===== config.mk =====
export PLATFORM = sky130hd
export DESIGN_NAME = mmio_uart_tx
export DESIGN_NICKNAME = d
export VERILOG_FILES = /design/src/rtl/mmio_uart_tx.sv
export SDC_FILE = /design/constraint.sdc
export NUM_CORES = 1
export LEC_CHECK = 0
export ABC_AREA = 1
export BUFFER_PORTS_ARGS = -buffer_cell sky130_fd_sc_hd__buf_2
export CELL_PAD_IN_SITES_DETAIL_PLACEMENT = 2
export CELL_PAD_IN_SITES_GLOBAL_PLACEMENT = 2
export CORE_MARGIN = 1.5
export CORE_UTILIZATION = 35
export CTS_CLUSTER_SIZE = 25
export DETAILED_ROUTE_END_ITERATION = 10
export PLACE_DENSITY_LB_ADDON = 0.1
export RECOVER_POWER = 25
export SYNTH_ARGS = -nofsm -noshare
export SYNTH_HDL_FRONTEND = slang
export SYNTH_SLANG_ARGS = --single-unit

===== constraint.sdc =====
create_clock -name clk -period 8.18 [get_ports clk]
set_input_delay 1.636 -clock clk [delete_from_list [all_inputs] [get_ports clk]]
set_output_delay 1.636 -clock clk [all_outputs]
set_load 0.05 [all_outputs]

===== src/rtl/mmio_uart_tx.sv =====
// Memory-mapped 8N1 UART transmitter: CPU stores fill a byte FIFO that a
// bit-timed FSM drains onto the tx pin; STATUS/BAUDDIV are readable for polling.
module mmio_uart_tx #(
    parameter int          FIFO_DEPTH  = 8,
    parameter logic [15:0] DIV_DEFAULT = 16'd433
) (
    input  logic        clk,
    input  logic        reset,
    input  logic        sel,
    input  logic        wr_en,
    input  logic        rd_en,
    input  logic [3:0]  addr,
    input  logic [31:0] data_i,
    input  logic [1:0]  mem_size,
    output logic [31:0] data_o,
    output logic        tx,
    output logic        irq
);

    localparam int AW = $clog2(FIFO_DEPTH);
    localparam int PW = AW + 1;
    localparam logic [PW-1:0] PTR_ONE  = PW'(1);
    localparam logic [PW-1:0] CNT_FULL = PW'(FIFO_DEPTH);

    typedef enum logic [1:0] {
        S_IDLE,
        S_START,
        S_DATA,
        S_STOP
    } state_t;

    state_t         state_reg, state_next;
    logic [15:0]    timer_reg, timer_next;
    logic [2:0]     bit_idx_reg, bit_idx_next;
    logic [7:0]     shift_reg, shift_next;
    logic           tx_reg, tx_next;
    logic           irq_reg;
    logic [31:0]    data_o_reg;
    logic [15:0]    baud_div_reg;
    logic           overflow_reg;
    logic [PW-1:0]  wr_ptr_reg, rd_ptr_reg;
    logic [PW-1:0]  count;
    logic [31:0]    count_ext;
    logic           full, empty, pop, push, push_req;
    logic           wr_acc, rd_acc;
    logic [1:0]     reg_sel;
    logic [7:0]     fifo_mem [FIFO_DEPTH];
    logic [7:0]     fifo_head;
    logic [31:0]    rd_data;
    logic           unused_bits;

    assign unused_bits = ^{mem_size, addr[1:0], data_i[31:16]};

    // A simultaneous write and read is treated as a write only.
    assign reg_sel  = addr[3:2];
    assign wr_acc   = sel & wr_en;
    assign rd_acc   = sel & rd_en & ~wr_en;
    assign push_req = wr_acc && (reg_sel == 2'd0);

    assign count     = wr_ptr_reg - rd_ptr_reg;
    assign count_ext = 32'(count);
    assign empty     = (count == '0);
    assign full      = (count == CNT_FULL);
    assign push      = push_req & (~full | pop);
    assign fifo_head = fifo_mem[rd_ptr_reg[AW-1:0]];

    always_ff @(posedge clk) begin
        if (push) begin
            fifo_mem[wr_ptr_reg[AW-1:0]] <= data_i[7:0];
        end
    end

    always_ff @(posedge clk or negedge reset) begin
        if (!reset) begin
            wr_ptr_reg <= '0;
            rd_ptr_reg <= '0;
        end else begin
            if (push) begin
                wr_ptr_reg <= wr_ptr_reg + PTR_ONE;
            end
            if (pop) begin
                rd_ptr_reg <= rd_ptr_reg + PTR_ONE;
            end
        end
    end

    // Overflow set has priority over a same-cycle clear.
    always_ff @(posedge clk or negedge reset) begin
        if (!reset) begin
            baud_div_reg <= DIV_DEFAULT;
            overflow_reg <= 1'b0;
        end else begin
            if (wr_acc && (reg_sel == 2'd2)) begin
                baud_div_reg <= data_i[15:0];
            end
            if (push_req && full && !pop) begin
                overflow_reg <= 1'b1;
            end else if (wr_acc && (reg_sel == 2'd1) && data_i[3]) begin
                overflow_reg <= 1'b0;
            end
        end
    end

    always_comb begin
        rd_data = '0;
        case (reg_sel)
            2'd1: rd_data = {20'd0, count_ext[3:0], 4'd0, overflow_reg,
                             (state_reg != S_IDLE), empty, full};
            2'd2: rd_data = {16'd0, baud_div_reg};
            default: rd_data = '0;
        endcase
    end

    always_ff @(posedge clk or negedge reset) begin
        if (!reset) begin
            data_o_reg <= '0;
        end else if (rd_acc) begin
            data_o_reg <= rd_data;
        end
    end

    always_ff @(posedge clk or negedge reset) begin
        if (!reset) begin
            state_reg   <= S_IDLE;
            timer_reg   <= '0;
            bit_idx_reg <= '0;
            shift_reg   <= '0;
            tx_reg      <= 1'b1;
            irq_reg     <= 1'b1;
        end else begin
            state_reg   <= state_next;
            timer_reg   <= timer_next;
            bit_idx_reg <= bit_idx_next;
            shift_reg   <= shift_next;
            tx_reg      <= tx_next;
            irq_reg     <= empty & (state_reg == S_IDLE);
        end
    end

    // Timer reloads from the live divider at each bit boundary, so divider
    // writes only affect the next bit.
    always_comb begin
        state_next   = state_reg;
        timer_next   = timer_reg;
        bit_idx_next = bit_idx_reg;
        shift_next   = shift_reg;
        tx_next      = tx_reg;
        pop          = 1'b0;
        case (state_reg)
            S_IDLE: begin
                tx_next = 1'b1;
                if (!empty) begin
                    pop        = 1'b1;
                    shift_next = fifo_head;
                    timer_next = baud_div_reg;
                    state_next = S_START;
                    tx_next    = 1'b0;
                end
            end
            S_START: begin
                if (timer_reg == 16'd0) begin
                    timer_next   = baud_div_reg;
                    bit_idx_next = 3'd0;
                    state_next   = S_DATA;
                    tx_next      = shift_reg[0];
                end else begin
                    timer_next = timer_reg - 16'd1;
                end
            end
            S_DATA: begin
                if (timer_reg == 16'd0) begin
                    timer_next = baud_div_reg;
                    shift_next = shift_reg >> 1;
                    if (bit_idx_reg == 3'd7) begin
                        state_next = S_STOP;
                        tx_next    = 1'b1;
                    end else begin
                        bit_idx_next = bit_idx_reg + 3'd1;
                        tx_next      = shift_reg[1];
                    end
                end else begin
                    timer_next = timer_reg - 16'd1;
                end
            end
            S_STOP: begin
                if (timer_reg == 16'd0) begin
                    if (!empty) begin
                        pop        = 1'b1;
                        shift_next = fifo_head;
                        timer_next = baud_div_reg;
                        state_next = S_START;
                        tx_next    = 1'b0;
                    end else begin
                        state_next = S_IDLE;
                        tx_next    = 1'b1;
                    end
                end else begin
                    timer_next = timer_reg - 16'd1;
                end
            end
            default: begin
                state_next = S_IDLE;
                tx_next    = 1'b1;
            end
        endcase
    end

    assign data_o = data_o_reg;
    assign tx     = tx_reg;
    assign irq    = irq_reg;

endmodule


==> flow_summary.toml, run 1 <==
[yosys]
count_of_state_elements_after_synthesis = 136
synth_warnings = 0
netlist_area_mm2 = 0.00700
synth_cell_types = 43
synth-seq-area-share_pct = 53.4
synth.avg_cell_area_um2 = 8.73
synthesis.instances = 801

[timing]
rsz_0062_raised_after_global_routing = "no"
timing.slew.headroom_pct = 28.9
timing.hold.ws_ns = 0.492
timing.final.ws_setup_ns = 4.08
timing_worst_slew_pin_value_ns = 1.06
period_needed_ns = 4.10
slew_violations = 0
timing.fmax_mhz = 244
clock_skew_ns = 0.0155
finalHoldViolCount = 0
setup_total_negative_slack_ns = 0
final_min_period_over_clock_period_pct = 50.1
final-setup-viol-count = 0

[critical_path]
cp_top_family = "simple AND/OR/NAND/NOR gates"
req_time_crit_path_ns = 8.23
timing.critical_path.from_type = "register"
crit_fanout = 19
kind_of_critical_path = "register to register"
arrival_ns = 4.15
worst-path-buf-inv = 3
end_kind = "register"
timing.critical_path.cells = "clkinv_1 > fa_1 > nand2_1 > inv_1 > nor2_1 > nor2_4 > nand3_4 > nand2_1 > inv_2 > nand2_4 > nand2_4 > nand3_2 > nor2_1"
critical-path-slowest-cell = "nor2_1"
worst_path_largest_cell_delay_ns = 0.76

[detailed_routing]
routed_wl_um = 22600
drc_errors = 0
drt-vias-per-instance = 5.22
dr_wl_met3_um = 674
wirelength_met1_um = 10200
drt.antenna.violating_nets = 0
topRoutingLayerUsed = "met4"
route.detailed.wl_per_inst_um = 20.3
detailedRoute.firstIterationViolations = 250
dr_wl_met2_um = 11300
detailroute.via_count = 5808
router_iterations_before_antenna_repair = 4

[die]
start_util_pct = 35.8
floorplan_row_count = 51
fp.coreArea_mm2 = 0.0195
die_area_mm2 = 0.0208
boundaryPins = 77
die_y_extent_um = 144
chip_width_um = 144

[clocking]
post_cts_repair_timing_setup_buffer_count = 0
tritoncts.num_buffers = 17
number_of_gates_given_a_new_drive_strength_after_cts = 0
clk_path_buf_depth = 2
postCtsHoldBufs = 0
cts_tree = "yes"
clkSinkCount = 136
htree_levels = 4
cts.root.buffer_cell = "clkbuf_16"
clkTransAtPathRegs_ns = 0.06
clock_latency_ns = 0.43

[pwr]
report.power.total_mw = 3.18
power_density_mw_per_mm2 = 401
maximum_vdd_ir_drop_uv = 169
static-leakage-power_nw = 3.56

[grt]
grtUsageTotal_pct = 23.3
total_gr_overflow = 0
grt_first_pass_wirelength_um = 35900
grt_pass1_vias = 6358
grt_antenna_before_repair = 0
pin_count_of_the_biggest_net_entering_global_routing = 65

[layout]
final_net_count = 893
layout-drive-gt1-share_pct = 10.4
largest_register_ff_count = 64
antennaDiodeCount = 0
multi_input_comb_area_mm2 = 0.00275
utilization_pct = 40.6
final-seq-area_mm2 = 0.00373
final_design_area_no_fill_mm2 = 0.00793
layoutNonFillerInstCount = 1112
area_growth_pct = 13.4
filler_cell_count = 2221

[place]
place_congestion = 0.804
placed_cells_incl_taps = 1080
dp_hpwl_um = 15700
numPortBuffers = 40
place_worst_setup_slack_ns = 3.99
dpl-instance-area_mm2 = 0.00736

[run]
max_cap_viol_count = 0

[hold_path]
worst_hold_path_type = "register to register"

[outcome]
status = "finished, final reports clean"
==> placed cells by master (no fill, tap or decap), drive strengths merged <==
cell type,count
buf,35
a22oi,2
o21a,1
a32o,2
clkbuf,30
dfstp,7
a22o,4
clkinv,7
fa,1
a21oi,35
nand3b,1
nor2,96
conb,16
nand2,204
nand3,53
o31ai,8
bufinv,3
o21ai,67
nor3,3
dfrtp,65
mux2,2
clkinvlp,3
edfxtp,64
ha,15
o211ai,10
o221ai,2
or2,1
o22ai,12
nand4,6
xor2,10
inv,82
==> worst reg2reg max path: cells and delay by family, from the launching register on <==
kind / cells / cell delay, ns
adders and majority gates: 1 / 0.70
buffers and inverters: 3 / 0.76
DFF: 1 / 0.36
and+or+nand+nor: 9 / 1.90
==> cell families after synthesis <==
| kind of cell | share of synthesized area, % |
|---|---|
| and+or+nand+nor | 22.1 |
| AOI/OAI and AO/OA | 11.8 |
| DFF | 53.4 |
| buffers and inverters | 8.21 |
| adders and majority gates | 2.97 |
| xor gates and xnor gates | 1.25 |
| muxes | 0.322 |
| other | 0.0536 |
==> final timing paths <==
path / start / endpoint / slack, ns / cells after the start
max: rd_ptr_reg[1] / fifo_mem[4][6] / 4.08 / 13
min: data_o[6] / data_o[6] / 0.49 / 2
max reg2reg: rd_ptr_reg[1] / fifo_mem[4][6] / 4.08 / 13
min reg2reg: data_o[6] / data_o[6] / 0.49 / 2
max in group asynchronous: reset / timer_reg[4] / 5.56 / 2
min in group asynchronous: reset / wr_ptr_reg[0] / 1.23 / 1
==> layer usage <==
layer | vias up | track usage, %
met4 | 0 | 6.86
met5 | - | 0
li1 | 2692 | -
met1 | 2979 | 29.7
met2 | 109 | 40.6
met3 | 28 | 3.84
==> where the power goes <==
| group | internal (mW) | leakage, nW | switching (mW) |
|---|---|---|---|
| registers | 0.849 | 1.46 | 0.113 |
| logic | 0.409 | 1.82 | 1.02 |
| clock network | 0.480 | 0.276 | 0.309 |
| total | 1.74 | 3.56 | 1.44 |
==> synth_stat cells, drive strengths merged <==
master  number  area share, %
o211ai      10            1.1
nand3b       1           0.11
o221ai       2           0.25
nor2        96            5.7
conb         1          0.054
xor2        10            1.3
nor3         3           0.21
a21oi       35            2.6
buf         27            2.7
a22oi        2           0.21
nand4        6           0.54
mux2         2           0.32
fa           1           0.29
ha          15            2.7
clkinv       4           0.21
dfrtp       65             23
or2          1          0.089
a22o         4           0.50
a32o         2           0.29
clkbuf      18           0.97
nand3       53            4.2
o21a         1           0.11
o22ai       12            1.1
dfstp        7            2.6
edfxtp      64             27
o21ai       67            4.8
nand2      204             11
o31ai        8           0.86
inv         80            4.3
==> final cells by class <==
cell class	instances	share of cell area, %
sequential	136	47.1
multi-input combinational	551	34.6
clock buffer	21	5.55
tap	265	4.18
inverter	84	3.98
timing repair buffer	44	2.76
clock inverter	11	1.86
No activity file was read; power rests on OpenSTA's default activity.
==> run 2, diff against run 1 <==
==> constraint.sdc (replaced) <==
create_clock -name clk -period 4 [get_ports clk]
set_input_delay 0.8 -clock clk [delete_from_list [all_inputs] [get_ports clk]]
set_output_delay 0.8 -clock clk [all_outputs]
set_load 0.05 [all_outputs]
==> flow_summary.toml, run 2 (synthesized netlist as in run 1, its figures left out) <==
[outcome]
status = "finished with violations"
violations = "capacitance limit, slew limit"

[timing]
slew_violations = 73
timing_worst_slew_pin_value_ns = 2.05
rsz_0062_raised_after_global_routing = "no"
clock_skew_ns = 0.0129
timing.hold.ws_ns = 0.486
setup_total_negative_slack_ns = 0
final_min_period_over_clock_period_pct = 76.1
finalHoldViolCount = 0
period_needed_ns = 3.05
timing.fmax_mhz = 328
final-setup-viol-count = 0
timing.slew.headroom_pct = -36.4

[clocking]
number_of_gates_given_a_new_drive_strength_after_cts = 0
htree_levels = 4
clk_path_buf_depth = 2
clock_latency_ns = 0.43
cts_tree = "yes"
clkSinkCount = 136
tritoncts.num_buffers = 17
post_cts_repair_timing_setup_buffer_count = 0
cts.root.buffer_cell = "clkbuf_16"
clkTransAtPathRegs_ns = 0.06
postCtsHoldBufs = 0

[pwr]
power_density_mw_per_mm2 = 817
power.sequential.fraction_pct = 29.7
maximum_vdd_ir_drop_uv = 362
share_comb_of_total_power_pct = 45.2
sw_frac_of_total_pct = 45.2
static-leakage-power_nw = 3.64
cell_internal_pwr_mw = 3.60
clkPwrFrac_pct = 25.2
p_switching_mw = 2.97

[place]
place_congestion = 0.783
numPortBuffers = 40
dp_hpwl_um = 15700

[detailed_routing]
wirelength_met1_um = 10000
router_iterations_before_antenna_repair = 4
dr_wl_met2_um = 11600
drt-vias-per-instance = 5.14
routed_wl_um = 22800
detailroute.via_count = 5779
dr_wl_met3_um = 855
detailedRoute.firstIterationViolations = 213
drc_errors = 0
route.detailed.wl_per_inst_um = 20.3
topRoutingLayerUsed = "met4"
drt.antenna.violating_nets = 0

[grt]
total_gr_overflow = 0
grt_first_pass_wirelength_um = 36300
pin_count_of_the_biggest_net_entering_global_routing = 73
grt_pass1_vias = 6518
grt_antenna_before_repair = 0
grtUsageTotal_pct = 23.7

[layout]
layout-drive-gt1-share_pct = 12.1
antennaDiodeCount = 0
final_common_cell = "nand2_1"
largest_register_ff_count = 64
final_net_count = 905
filler_cell_count = 2228
mostFrequentLayoutCells = "nand2_1 (200), nor2_1 (91), inv_1 (77), dfrtp_1 (65), edfxtp_1 (64)"
area_growth_pct = 14.9

[run]
max_cap_viol_count = 1

[hold_path]
hp-start = "data_o[1]"
worst_hold_path_type = "register to register"

[die]
start_util_pct = 35.8
boundaryPins = 77
floorplan_row_count = 51
fp.coreArea_mm2 = 0.0195
die_y_extent_um = 144
die_area_mm2 = 0.0208
chip_width_um = 144

[critical_path]
reg2reg_from = "wr_ptr_reg[0]"
timing.critical_path.from_type = "register"
crit_fanout = 8
kind_of_critical_path = "register to register"
arrival_ns = 3.17
critPathLaunch = "wr_ptr_reg[0]"
end_kind = "register"
req_time_crit_path_ns = 4.12
-- run 2: changes by cell type in the layout (fill, tap and decap cells not counted) --
cell | previous run | this run
buf_4 | 4 | 16
clkbuf_1 | 13 | 10
clkinvlp_4 | 3 | 1
inv_6 | 2 | 4
clkbuf_2 | 0 | 1
clkinv_1 | 5 | 4
clkinv_2 | 1 | 2
clkinv_4 | 1 | 2
inv_8 | 0 | 1
-- run 2: worst max-delay path: stages, from the launching register on --
cell     delay [ns]
dfrtp_1        0.44
inv_1          0.18
ha_1           0.17
inv_1          0.07
fa_1           0.38
nand2_1        0.08
inv_1          0.05
nor2_1         0.24
nor2_4         0.10
nand3_4        0.10
nand2_1        0.07
inv_2          0.13
nand2_4        0.09
nand2_4        0.12
nand3_2        0.12
nor2_1         0.15
buf_4          0.23
-- run 2: power by group through the flow --
stage / logic [mW] / clock network (mW) / registers [mW]
2_1_floorplan: 2.02 / 0 / 2.01
3_3_place_gp: 2.78 / 0 / 1.95
3_5_place_dp: 2.95 / 0 / 1.97
4_1_cts: 3.02 / 1.69 / 1.95
5_1_grt: 3.34 / 1.76 / 1.98
6_report: 2.97 / 1.65 / 1.95
-- run 2: layout make-up --
class,instances,area [um2],share of cell area (%)
Clock buffer,19,433,5.39
Tap cell,265,332,4.12
Sequential cell,136,3730,46.4
Multi-Input combinational cell,551,2750,34.1
Inverter,84,315,3.92
Timing Repair Buffer,56,310,3.86
Clock inverter,13,171,2.13
-- run 2: per-layer routing --
metal	global-route usage, %	vias up
met2	41.9	100
met4	6.38	0
met5	0	-
met3	4.14	24
met1	29.7	2938
li1	-	2717
-- run 2: worst paths after layout --
path	endpoint	slack, ns	cells past startpoint
worst max-delay path	fifo_mem[4][1]	0.95	16
worst min-delay path	data_o[1]	0.49	2
max in group asynchronous	timer_reg[13]	1.84	1
worst max register to register	fifo_mem[4][1]	0.95	16
worst min register to register	data_o[1]	0.49	2
min in group asynchronous	shift_reg[7]	0.94	1
-- run 2: through the flow --
step                worst slack (ns)  power [mW]  area, um2  util [%]  cells
floorplan                       1.10        4.03       7050         -    816
global placement                1.09        4.73       7450      38.1   1092
detailed placement             0.956        4.92       7450      38.1   1092
CTS                            0.910        6.66       8050      41.2   1124
global route                   0.721        7.08       8040      41.2   1124
finish                         0.954        6.57       8040      41.2   1124
